$ cat config.mk
export PLATFORM = sky130hd
export DESIGN_NAME = commit_redirect_ctrl
export DESIGN_NICKNAME = d
export VERILOG_FILES = /design/src/rtl/commit_redirect_ctrl_pkg.sv /design/src/rtl/commit_redirect_ctrl_pick.sv /design/src/rtl/commit_redirect_ctrl.sv
export SDC_FILE = /design/constraint.sdc
export NUM_CORES = 1
export LEC_CHECK = 0
export CAP_MARGIN = 20
export CORE_MARGIN = 8
export CORE_UTILIZATION = 51
export CTS_CLUSTER_SIZE = 28
export DETAILED_ROUTE_END_ITERATION = 10
export PLACE_DENSITY = 0.95
export SLEW_MARGIN = 20
export SYNTH_ARGS = -nofsm -noshare
export SYNTH_HDL_FRONTEND = slang
export SYNTH_HIERARCHICAL = 1
export SYNTH_SLANG_ARGS = --single-unit
$ cat constraint.sdc
create_clock -name i_clk -period 4.9 [get_ports i_clk]
set_clock_uncertainty 0.2 [all_clocks]
set_input_delay 0.98 -clock i_clk [delete_from_list [all_inputs] [get_ports i_clk]]
set_output_delay 0.98 -clock i_clk [all_outputs]
set_load 0.01 [all_outputs]
$ cat src/rtl/commit_redirect_ctrl_pkg.sv
// rtl/commit_redirect_ctrl_pkg.sv - shared types and constants for the commit redirect controller
package commit_redirect_ctrl_pkg;

  localparam int          EXCCODE_W  = 5;
  localparam int          DRAIN_W    = 3;
  localparam logic [31:0] EXC_VECTOR = 32'hBFC0_0380;

  typedef enum logic [1:0] {IDLE, WAIT_DS, DRAIN} state_t;

  typedef struct packed {
    logic                 valid;
    logic [31:0]          pc;
    logic                 is_br;
    logic                 mispred;
    logic [31:0]          target;
    logic                 exc;
    logic [EXCCODE_W-1:0] exccode;
  } commit_slot_t;

  localparam int SLOT_W = $bits(commit_slot_t);

  // Outcome of one commit cycle as seen from IDLE.
  typedef struct packed {
    logic                 flush;
    logic                 exc;
    logic                 wait_ds;
    logic [31:0]          redirect;
    logic [31:0]          epc;
    logic [EXCCODE_W-1:0] code;
    logic                 bd;
    logic [31:0]          br_pc;
    logic [31:0]          br_target;
  } pick_t;

  localparam int PICK_W = $bits(pick_t);

endpackage

$ cat src/rtl/commit_redirect_ctrl_pick.sv
// rtl/commit_redirect_ctrl_pick.sv - two-slot oldest-first event resolver for IDLE commits
module commit_redirect_ctrl_pick #(
  parameter logic [31:0] EXC_VECTOR = commit_redirect_ctrl_pkg::EXC_VECTOR
) (
  input  logic [commit_redirect_ctrl_pkg::SLOT_W-1:0] i_slot0,
  input  logic [commit_redirect_ctrl_pkg::SLOT_W-1:0] i_slot1,
  output logic [commit_redirect_ctrl_pkg::PICK_W-1:0] o_evt
);
  import commit_redirect_ctrl_pkg::*;

  commit_slot_t w_s0;
  commit_slot_t w_s1;
  pick_t        w_evt;

  assign w_s0  = i_slot0;
  assign w_s1  = i_slot1;
  assign o_evt = w_evt;

  always_comb begin
    w_evt = '0;
    if (w_s0.valid) begin
      if (w_s0.exc) begin
        w_evt.flush    = 1'b1;
        w_evt.exc      = 1'b1;
        w_evt.redirect = EXC_VECTOR;
        w_evt.epc      = w_s0.pc;
        w_evt.code     = w_s0.exccode;
      end else if (w_s0.is_br && w_s0.mispred) begin
        // Slot1 is the delay slot of this branch when present.
        if (w_s1.valid && w_s1.exc) begin
          w_evt.flush    = 1'b1;
          w_evt.exc      = 1'b1;
          w_evt.redirect = EXC_VECTOR;
          w_evt.epc      = w_s0.pc;
          w_evt.code     = w_s1.exccode;
          w_evt.bd       = 1'b1;
        end else if (w_s1.valid) begin
          w_evt.flush    = 1'b1;
          w_evt.redirect = w_s0.target;
        end else begin
          w_evt.wait_ds   = 1'b1;
          w_evt.br_pc     = w_s0.pc;
          w_evt.br_target = w_s0.target;
        end
      end else if (w_s1.valid && w_s1.exc) begin
        w_evt.flush    = 1'b1;
        w_evt.exc      = 1'b1;
        w_evt.redirect = EXC_VECTOR;
        w_evt.epc      = w_s1.pc;
        w_evt.code     = w_s1.exccode;
      end else if (w_s1.valid && w_s1.is_br && w_s1.mispred) begin
        w_evt.wait_ds   = 1'b1;
        w_evt.br_pc     = w_s1.pc;
        w_evt.br_target = w_s1.target;
      end
    end
  end

endmodule

$ cat src/rtl/commit_redirect_ctrl.sv
// rtl/commit_redirect_ctrl.sv - commit-side flush/redirect FSM with delay-slot wait and drain blackout
module commit_redirect_ctrl #(
  parameter logic [31:0] EXC_VECTOR   = commit_redirect_ctrl_pkg::EXC_VECTOR,
  parameter int unsigned DRAIN_CYCLES = 2
) (
  input  logic        i_clk,
  input  logic        i_rst,
  input  logic        i_c0_valid,
  input  logic [31:0] i_c0_pc,
  input  logic        i_c0_is_br,
  input  logic        i_c0_mispred,
  input  logic [31:0] i_c0_target,
  input  logic        i_c0_exc,
  input  logic [4:0]  i_c0_exccode,
  input  logic        i_c1_valid,
  input  logic [31:0] i_c1_pc,
  input  logic        i_c1_is_br,
  input  logic        i_c1_mispred,
  input  logic [31:0] i_c1_target,
  input  logic        i_c1_exc,
  input  logic [4:0]  i_c1_exccode,
  output logic        o_flush_req,
  output logic        o_redirect_valid,
  output logic [31:0] o_redirect_pc,
  output logic        o_exc_valid,
  output logic [4:0]  o_exc_code,
  output logic [31:0] o_exc_epc,
  output logic        o_exc_bd,
  output logic        o_commit_single,
  output logic        o_commit_block
);
  import commit_redirect_ctrl_pkg::*;

  commit_slot_t w_s0;
  commit_slot_t w_s1;
  pick_t        w_evt;
  logic [PICK_W-1:0] w_evt_bits;

  assign w_s0 = '{valid: i_c0_valid, pc: i_c0_pc, is_br: i_c0_is_br, mispred: i_c0_mispred,
                  target: i_c0_target, exc: i_c0_exc, exccode: i_c0_exccode};
  assign w_s1 = '{valid: i_c1_valid, pc: i_c1_pc, is_br: i_c1_is_br, mispred: i_c1_mispred,
                  target: i_c1_target, exc: i_c1_exc, exccode: i_c1_exccode};
  assign w_evt = w_evt_bits;

  commit_redirect_ctrl_pick #(.EXC_VECTOR(EXC_VECTOR)) u_pick (
    .i_slot0 (w_s0),
    .i_slot1 (w_s1),
    .o_evt   (w_evt_bits)
  );

  state_t               r_state;
  logic [DRAIN_W-1:0]   r_drain_cnt;
  logic [31:0]          r_br_pc;
  logic [31:0]          r_br_target;
  logic                 r_flush_req;
  logic                 r_redirect_valid;
  logic [31:0]          r_redirect_pc;
  logic                 r_exc_valid;
  logic [EXCCODE_W-1:0] r_exc_code;
  logic [31:0]          r_exc_epc;
  logic                 r_exc_bd;
  logic                 r_commit_single;
  logic                 r_commit_block;

  logic                 w_fire;
  logic                 w_exc;
  logic [31:0]          w_redirect;
  logic [31:0]          w_epc;
  logic [EXCCODE_W-1:0] w_code;
  logic                 w_bd;

  always_comb begin
    w_fire     = 1'b0;
    w_exc      = 1'b0;
    w_redirect = '0;
    w_epc      = '0;
    w_code     = '0;
    w_bd       = 1'b0;
    case (r_state)
      IDLE: begin
        w_fire     = w_evt.flush;
        w_exc      = w_evt.exc;
        w_redirect = w_evt.redirect;
        w_epc      = w_evt.epc;
        w_code     = w_evt.code;
        w_bd       = w_evt.bd;
      end
      WAIT_DS: begin
        // Only slot0 is presented here, and it is the delay slot.
        if (i_c0_valid) begin
          w_fire = 1'b1;
          if (i_c0_exc) begin
            w_exc      = 1'b1;
            w_redirect = EXC_VECTOR;
            w_epc      = r_br_pc;
            w_code     = i_c0_exccode;
            w_bd       = 1'b1;
          end else begin
            w_redirect = r_br_target;
          end
        end
      end
      default: ;
    endcase
  end

  always_ff @(posedge i_clk) begin
    if (i_rst) begin
      r_state          <= IDLE;
      r_drain_cnt      <= '0;
      r_br_pc          <= '0;
      r_br_target      <= '0;
      r_flush_req      <= 1'b0;
      r_redirect_valid <= 1'b0;
      r_redirect_pc    <= '0;
      r_exc_valid      <= 1'b0;
      r_exc_code       <= '0;
      r_exc_epc        <= '0;
      r_exc_bd         <= 1'b0;
      r_commit_single  <= 1'b0;
      r_commit_block   <= 1'b0;
    end else begin
      r_flush_req      <= w_fire;
      r_redirect_valid <= w_fire;
      r_exc_valid      <= w_fire & w_exc;
      if (w_fire) begin
        r_redirect_pc   <= w_redirect;
        r_exc_epc       <= w_epc;
        r_exc_code      <= w_code;
        r_exc_bd        <= w_bd;
        r_state         <= DRAIN;
        r_drain_cnt     <= DRAIN_W'(DRAIN_CYCLES);
        r_commit_block  <= 1'b1;
        r_commit_single <= 1'b0;
      end else begin
        case (r_state)
          IDLE: begin
            if (w_evt.wait_ds) begin
              r_br_pc         <= w_evt.br_pc;
              r_br_target     <= w_evt.br_target;
              r_state         <= WAIT_DS;
              r_commit_single <= 1'b1;
            end
          end
          DRAIN: begin
            if (r_drain_cnt <= DRAIN_W'(1)) begin
              r_state        <= IDLE;
              r_drain_cnt    <= '0;
              r_commit_block <= 1'b0;
            end else begin
              r_drain_cnt <= r_drain_cnt - DRAIN_W'(1);
            end
          end
          default: ;
        endcase
      end
    end
  end

  assign o_flush_req      = r_flush_req;
  assign o_redirect_valid = r_redirect_valid;
  assign o_redirect_pc    = r_redirect_pc;
  assign o_exc_valid      = r_exc_valid;
  assign o_exc_code       = r_exc_code;
  assign o_exc_epc        = r_exc_epc;
  assign o_exc_bd         = r_exc_bd;
  assign o_commit_single  = r_commit_single;
  assign o_commit_block   = r_commit_block;

endmodule

==> impl_metrics.csv, run 1 <==
group,metric,value,unit
outcome,status,"finished clean",
min_path,hp-class,"flop to flop",
drt,routed_via_density,6.03,
drt,met1Wirelength,9.69,mm
sta,fmax,265,MHz
min_path,min_path_cells,2,
placement,gp_congestion,0.836,
critical_path,crit_slowest_cell,"or4b_2",
die,fp.dieH,136,um
sta,tightest_slew,1.04,ns
critical_path,cp-end-kind,"flop",
critical_path,path_buf_inv,3,
synth,ys.flop_type,"dfxtp_1",
clocking,cts.sinks,143,
layout,fin_util,70.1,%
die,rows,44,
drt,highest_layer,"met4",
sta,fin_tns_setup,0,ns
synth,ys_seq_area_share,38.8,%
die,dieArea,18600,um2
sta,hold_viol,0,
placement,place_hpwl,16.1,mm
die,core_region_area,14300,um2
global_routing,grt_pass1_wl,39.4,mm
synth,ys_ff_latch,143,
pwr,ir_drop,0.205,mV
synth,synth_nets,1083,
global_routing,gr-total-overflow,0,
clocking,htreeDepth,4,
synth,ys_types,49,
clocking,cts_setup_buffers,0,
global_routing,antenna_found_initial,2,
drt,drt_iter0_markers,962,
sta,maxSlewViolCount,0,
layout,layout-drive-gt1-share,6.86,%
synth,syn_area_per_cell,7.91,um2
sta,rsz0062_at_grt,"no",
drt,ant_nets,0,
synth,ys_warn_count,6,
clocking,cts_root_buf,"clkbuf_16",
critical_path,crit_path_max_fanout,35,
critical_path,reg2reg_depth,4,
drt,vias,7803,
clocking,clk_pin_slew,0.06,ns
synth,synth_edf_count,0,
drt,drc,0,
critical_path,slowest_delay,0.97,ns
layout,final_cell_mix,"286 x nand2_1, 221 x clkdlybuf4s50_1, 143 x dfxtp_1",
drt,post_drt_wl_per_cell,19.6,um
drt,met3_length,2.35,mm
layout,layout_commonest_cell,"nand2_1",
clocking,ctsResizeCount,0,
critical_path,crit_type,"input pin to flop",
die,initial_core_util,51.5,%
synth,synth.cell_area,7380,um2
critical_path,cp_cell_sequence,"clkdlybuf4s50_1, and2_2, o211ai_4, inv_1, or4b_2, buf_12, nand2_1, a21oi_1",
clocking,clk_latency,0.42,ns
sta,period_share,77.0,%
critical_path,crit_family,"simple AND/OR/NAND/NOR gates",
clocking,hold_buffers,0,
critical_path,required,4.96,ns
clocking,cts_tree,"done",
layout,fin_nets,1246,
clocking,numCtsBuffers,17,
layout,synthToLayoutAreaGrowth,36.1,%
global_routing,grt_max_degree,97,
flow_run,maxCapViolations,0,
global_routing,gr-usage-all-layers,26.7,%
critical_path,cp_num_cells,8,
global_routing,grt_pass1_vias,7458,
drt,dr.pass1.iters,5,
layout,nFillCells,1064,
drt,wl_met2,12.2,mm
critical_path,arrival,3.84,ns
critical_path,start_kind,"input pin",
sta,setup_violations,0,
synth,async_reset_ff_share,0,%
pwr,p_leak,3.49,nW
pwr,p_total,2.99,mW
sta,timing.final.crit_period,3.77,ns
placement,io_buffers,222,
sta,slew_headroom,30.6,%
die,pin_count,223,
pwr,cellPowerDensity,298,nW/um2
synth,synth_cells,933,
drt,wirelength,25.4,mm
die,die_x,136,um
sta,hold_slack,0.257,ns
clocking,cts.path.max_buffers,2,
## area by class of cell
| type | count | area [um2] | share of cell area, % |
|---|---|---|---|
| clock inverters | 14 | 193 | 1.92 |
| inverters | 19 | 73.8 | 0.735 |
| diodes | 2 | 5.00 | 0.0499 |
| repair buffers | 239 | 2360 | 23.5 |
| well taps | 184 | 230 | 2.29 |
| multi-input cells | 676 | 3890 | 38.8 |
| flip-flops and latches | 143 | 2860 | 28.5 |
| clock buffers | 17 | 425 | 4.24 |
## cells in the mapped netlist (all sizes together), types with 12 or more instances
library cell,n,area [um2]
nand2,287,1080
dfxtp,143,2860
a21oi,132,713
buf,63,455
o2bb2ai,58,508
a22oi,56,420
a32o,32,320
clkbuf,32,123
and2,23,144
inv,18,67.6
o21ai,14,73.8
a22o,12,105
o211ai,12,95.1
## logic make-up after synthesis
| family | synth area share [%] |
|---|---|
| AND/OR/NAND/NOR | 19.1 |
| AO/OA/AOI/OAI | 31.8 |
| flip-flops | 38.8 |
| buffers and inverters | 8.80 |
| multiplexers | 1.15 |
| adder cells (fa/ha/maj) | 0.339 |
## per-stage QoR
stage | std cells | setup WS (ns) | cell area (um2)
final | 1294 | 1.13 | 10000
after global placement | 1261 | 0.808 | 9410
after detailed placement | 1261 | 0.741 | 9410
after CTS | 1292 | 1.17 | 10000
after global routing | 1294 | 1.03 | 10000
after floorplan | 933 | 1.87 | 7380
## worst paths after layout
| kind | start | endpoint | slack (ns) |
|---|---|---|---|
| worst max-delay path | i_c0_mispred | r_br_target[27]$_SDFFE_PP0P_ | 1.13 |
| worst min-delay path | r_br_target[0]$_SDFFE_PP0P_ | r_br_target[0]$_SDFFE_PP0P_ | 0.26 |
| worst max register to register | r_state[1]$_SDFFE_PP0P_ | r_br_target[27]$_SDFFE_PP0P_ | 2.53 |
| worst min register to register | r_br_target[0]$_SDFFE_PP0P_ | r_br_target[0]$_SDFFE_PP0P_ | 0.26 |
## sequential cells by signal (all words and copies together), names as in the netlist
register	flops
o_redirect_valid	1
r_drain_cnt	3
r_br_pc	32
r_br_target	32
o_exc_epc	32
r_state	2
o_commit_block	1
o_commit_single	1
o_exc_bd	1
o_exc_valid	1
o_redirect_pc	32
o_exc_code	5
## worst reg2reg max path: stages, from the launching register on
cell and delay, ns:
dfxtp_1 0.42, or4b_2 1.09, buf_12 0.33, nand2_1 0.11
a21oi_1 0.07
## power breakdown
part | total [mW] | internal (mW) | switching (mW)
registers | 1.20 | 1.19 | 0.0161
logic | 0.431 | 0.213 | 0.218
clock network | 1.36 | 0.849 | 0.512
## routing by layer
metal / vias to the layer above / track usage, %
met4: 0 / 16.0
li1: 3614 / -
met5: - / 0
met2: 497 / 43.3
met1: 3612 / 31.2
met3: 80 / 7.06
Note: power is estimated with default switching activity, not from simulation.
==> inputs of run 2 (changes only) <==
--- a/config.mk
+++ b/config.mk
@@ -7,10 +7,10 @@
 export LEC_CHECK = 0
 export CAP_MARGIN = 20
 export CORE_MARGIN = 8
-export CORE_UTILIZATION = 51
+export CORE_UTILIZATION = 43
 export CTS_CLUSTER_SIZE = 28
 export DETAILED_ROUTE_END_ITERATION = 10
-export PLACE_DENSITY = 0.95
+export PLACE_DENSITY = 0.89
 export SLEW_MARGIN = 20
 export SYNTH_ARGS = -nofsm -noshare
 export SYNTH_HDL_FRONTEND = slang
==> constraint.sdc (replaced) <==
create_clock -name i_clk -period 3.35 [get_ports i_clk]
set_clock_uncertainty 0.2 [all_clocks]
set_input_delay 0.67 -clock i_clk [delete_from_list [all_inputs] [get_ports i_clk]]
set_output_delay 0.67 -clock i_clk [all_outputs]
set_load 0.01 [all_outputs]
==> impl_metrics.csv, run 2 (synthesized netlist as in run 1, its figures left out) <==
group,metric,value,unit
critical_path,arrival,3.11,ns
clocking,cts.path.max_buffers,2,
drt,routed_via_density,5.80,
critical_path,crit_slowest_cell,"nor2b_2",
layout,layout_commonest_cell,"nand2_1",
critical_path,slowest_delay,0.89,ns
layout,fin_nets,1255,
placement,gp_congestion,0.877,
critical_path,crit_family,"buffers and inverters",
critical_path,worstSetupStartpoint,"i_c0_exc",
global_routing,gr-usage-all-layers,23.1,%
drt,wirelength,25.6,mm
clocking,clk_latency,0.42,ns
clocking,ctsResizeCount,0,
outcome,status,"finished clean",
critical_path,rr_startpoint,"r_state[0]$_SDFFE_PP0P_",
global_routing,gr-total-overflow,0,
drt,drc,0,
drt,drt_iter0_markers,819,
sta,timing.final.crit_period,2.95,ns
sta,period_share,88.2,%
pwr,cellPowerDensity,428,nW/um2
critical_path,crit_path_max_fanout,20,
die,rows,48,
critical_path,required,3.50,ns
pwr,p_total,4.36,mW
min_path,hp-class,"flop to flop",
die,core_region_area,17100,um2
layout,stdcell_area,10200,um2
sta,maxSlewViolCount,0,
clocking,cts.sinks,143,
flow_run,maxCapViolations,0,
drt,post_drt_wl_per_cell,19.1,um
critical_path,cp_cell_sequence,"clkdlybuf4s50_1, a41oi_1, nor2b_2, buf_4, a32o_1, a22oi_1, o2bb2ai_1",
global_routing,grt_max_degree,67,
critical_path,path_buf_inv,2,
clocking,cts_tree,"done",
clocking,hold_buffers,0,
placement,placed_area,9580,um2
min_path,worstHoldStart,"r_br_target[30]$_SDFFE_PP0P_",
global_routing,grt_pass1_vias,7793,
critical_path,start_kind,"input pin",
critical_path,cp-end-kind,"flop",
global_routing,grt_pass1_wl,40.6,mm
drt,ant_nets,0,
sta,fmax,338,MHz
pwr,ir_drop,0.340,mV
layout,regArea,2860,um2
die,dieArea,21600,um2
layout,multi_input_area,3890,um2
die,initial_core_util,43.2,%
clocking,cts_root_buf,"clkbuf_16",
sta,setup_violations,0,
drt,dr.pass1.iters,7,
sta,fin_tns_setup,0,ns
clocking,cts_setup_buffers,0,
clocking,clk_pin_slew,0.06,ns
critical_path,crit_type,"input pin to flop",
sta,slew_headroom,24.7,%
placement,io_buffers,222,
clocking,numCtsBuffers,17,
layout,layout-drive-gt1-share,7.60,%
die,die_x,147,um
sta,hold_viol,0,
global_routing,antenna_found_initial,1,
sta,rsz0062_at_grt,"no",
clocking,htreeDepth,4,
layout,nFillCells,1475,
placement,place_hpwl,17.0,mm
die,pin_count,223,
die,fp.dieH,147,um
sta,tightest_slew,1.13,ns
layout,final_cell_mix,"286 x nand2_1, 221 x clkdlybuf4s50_1, 143 x dfxtp_1",
pwr,p_leak,3.53,nW
drt,vias,7801,
layout,synthToLayoutAreaGrowth,38.2,%
[run 2: cell types whose count changed in the layout (fill, tap and decap cells not counted), sizes merged]
cell,change
clkinv,-2
bufinv,-1
diode,-1
clkbuf,+2
buf,+9
clkinvlp,+2
[run 2: final timing paths]
| kind | endpoint | slack, ns | cells after the start |
|---|---|---|---|
| min reg2reg | r_br_target[30]$_SDFFE_PP0P_ | 0.25 | 2 |
| min | r_br_target[30]$_SDFFE_PP0P_ | 0.25 | 2 |
| max reg2reg | o_redirect_pc[13]$_SDFFE_PP0P_ | 1.06 | 5 |
| max | o_exc_epc[12]$_SDFFE_PP0P_ | 0.40 | 7 |
[run 2: tightest hold or removal path: stages, from the launching register on]
cell     delay, ns
dfxtp_1       0.30
nand2_1       0.05
a21oi_1       0.05
[run 2: power breakdown]
group / leakage (nW) / total (mW) / internal [mW] / switching [mW]
clock network: 0.282 / 1.95 / 1.19 / 0.761
registers: 1.16 / 1.76 / 1.73 / 0.0239
logic: 2.10 / 0.647 / 0.323 / 0.324
[run 2: metal layers]
layer | routed length [um] | global-route usage, % | part of all wire (%)
met4 | 1190 | 14.1 | 4.6
met5 | 0 | 0 | 0
met3 | 2260 | 6.64 | 8.8
met1 | 10000 | 27.1 | 39
met2 | 12100 | 36.7 | 47
[run 2: metrics by stage]
stage | worst slack, ns | hold WS [ns] | instances | util, %
after floorplan | 0.630 | 0.231 | 933 | -
after global placement | 0.130 | 0.239 | 1311 | 56.2
after detailed placement | 0.100 | 0.246 | 1311 | 56.2
after CTS | 0.512 | 0.254 | 1343 | 59.7
after global routing | 0.337 | 0.274 | 1344 | 59.7
final | 0.395 | 0.252 | 1344 | 59.7
[run 2: final cells by class]
type                    count  area share (%)
inverters                  19           0.700
multi-input cells         676            38.2
well taps                 225            2.76
diodes                      1          0.0246
repair buffers            248            24.3
flip-flops and latches    143            28.1
clock inverters            13            1.61
clock buffers              19            4.35
==> inputs of run 3 (changes only) <==
--- a/config.mk
+++ b/config.mk
@@ -11,7 +11,7 @@
 export CTS_CLUSTER_SIZE = 28
 export DETAILED_ROUTE_END_ITERATION = 10
 export PLACE_DENSITY = 0.89
-export SLEW_MARGIN = 20
+export SLEW_MARGIN = 0
 export SYNTH_ARGS = -nofsm -noshare
 export SYNTH_HDL_FRONTEND = slang
 export SYNTH_HIERARCHICAL = 1
==> results of run 3 <==
Final layout, timing and power as in run 2 (identical DEF).
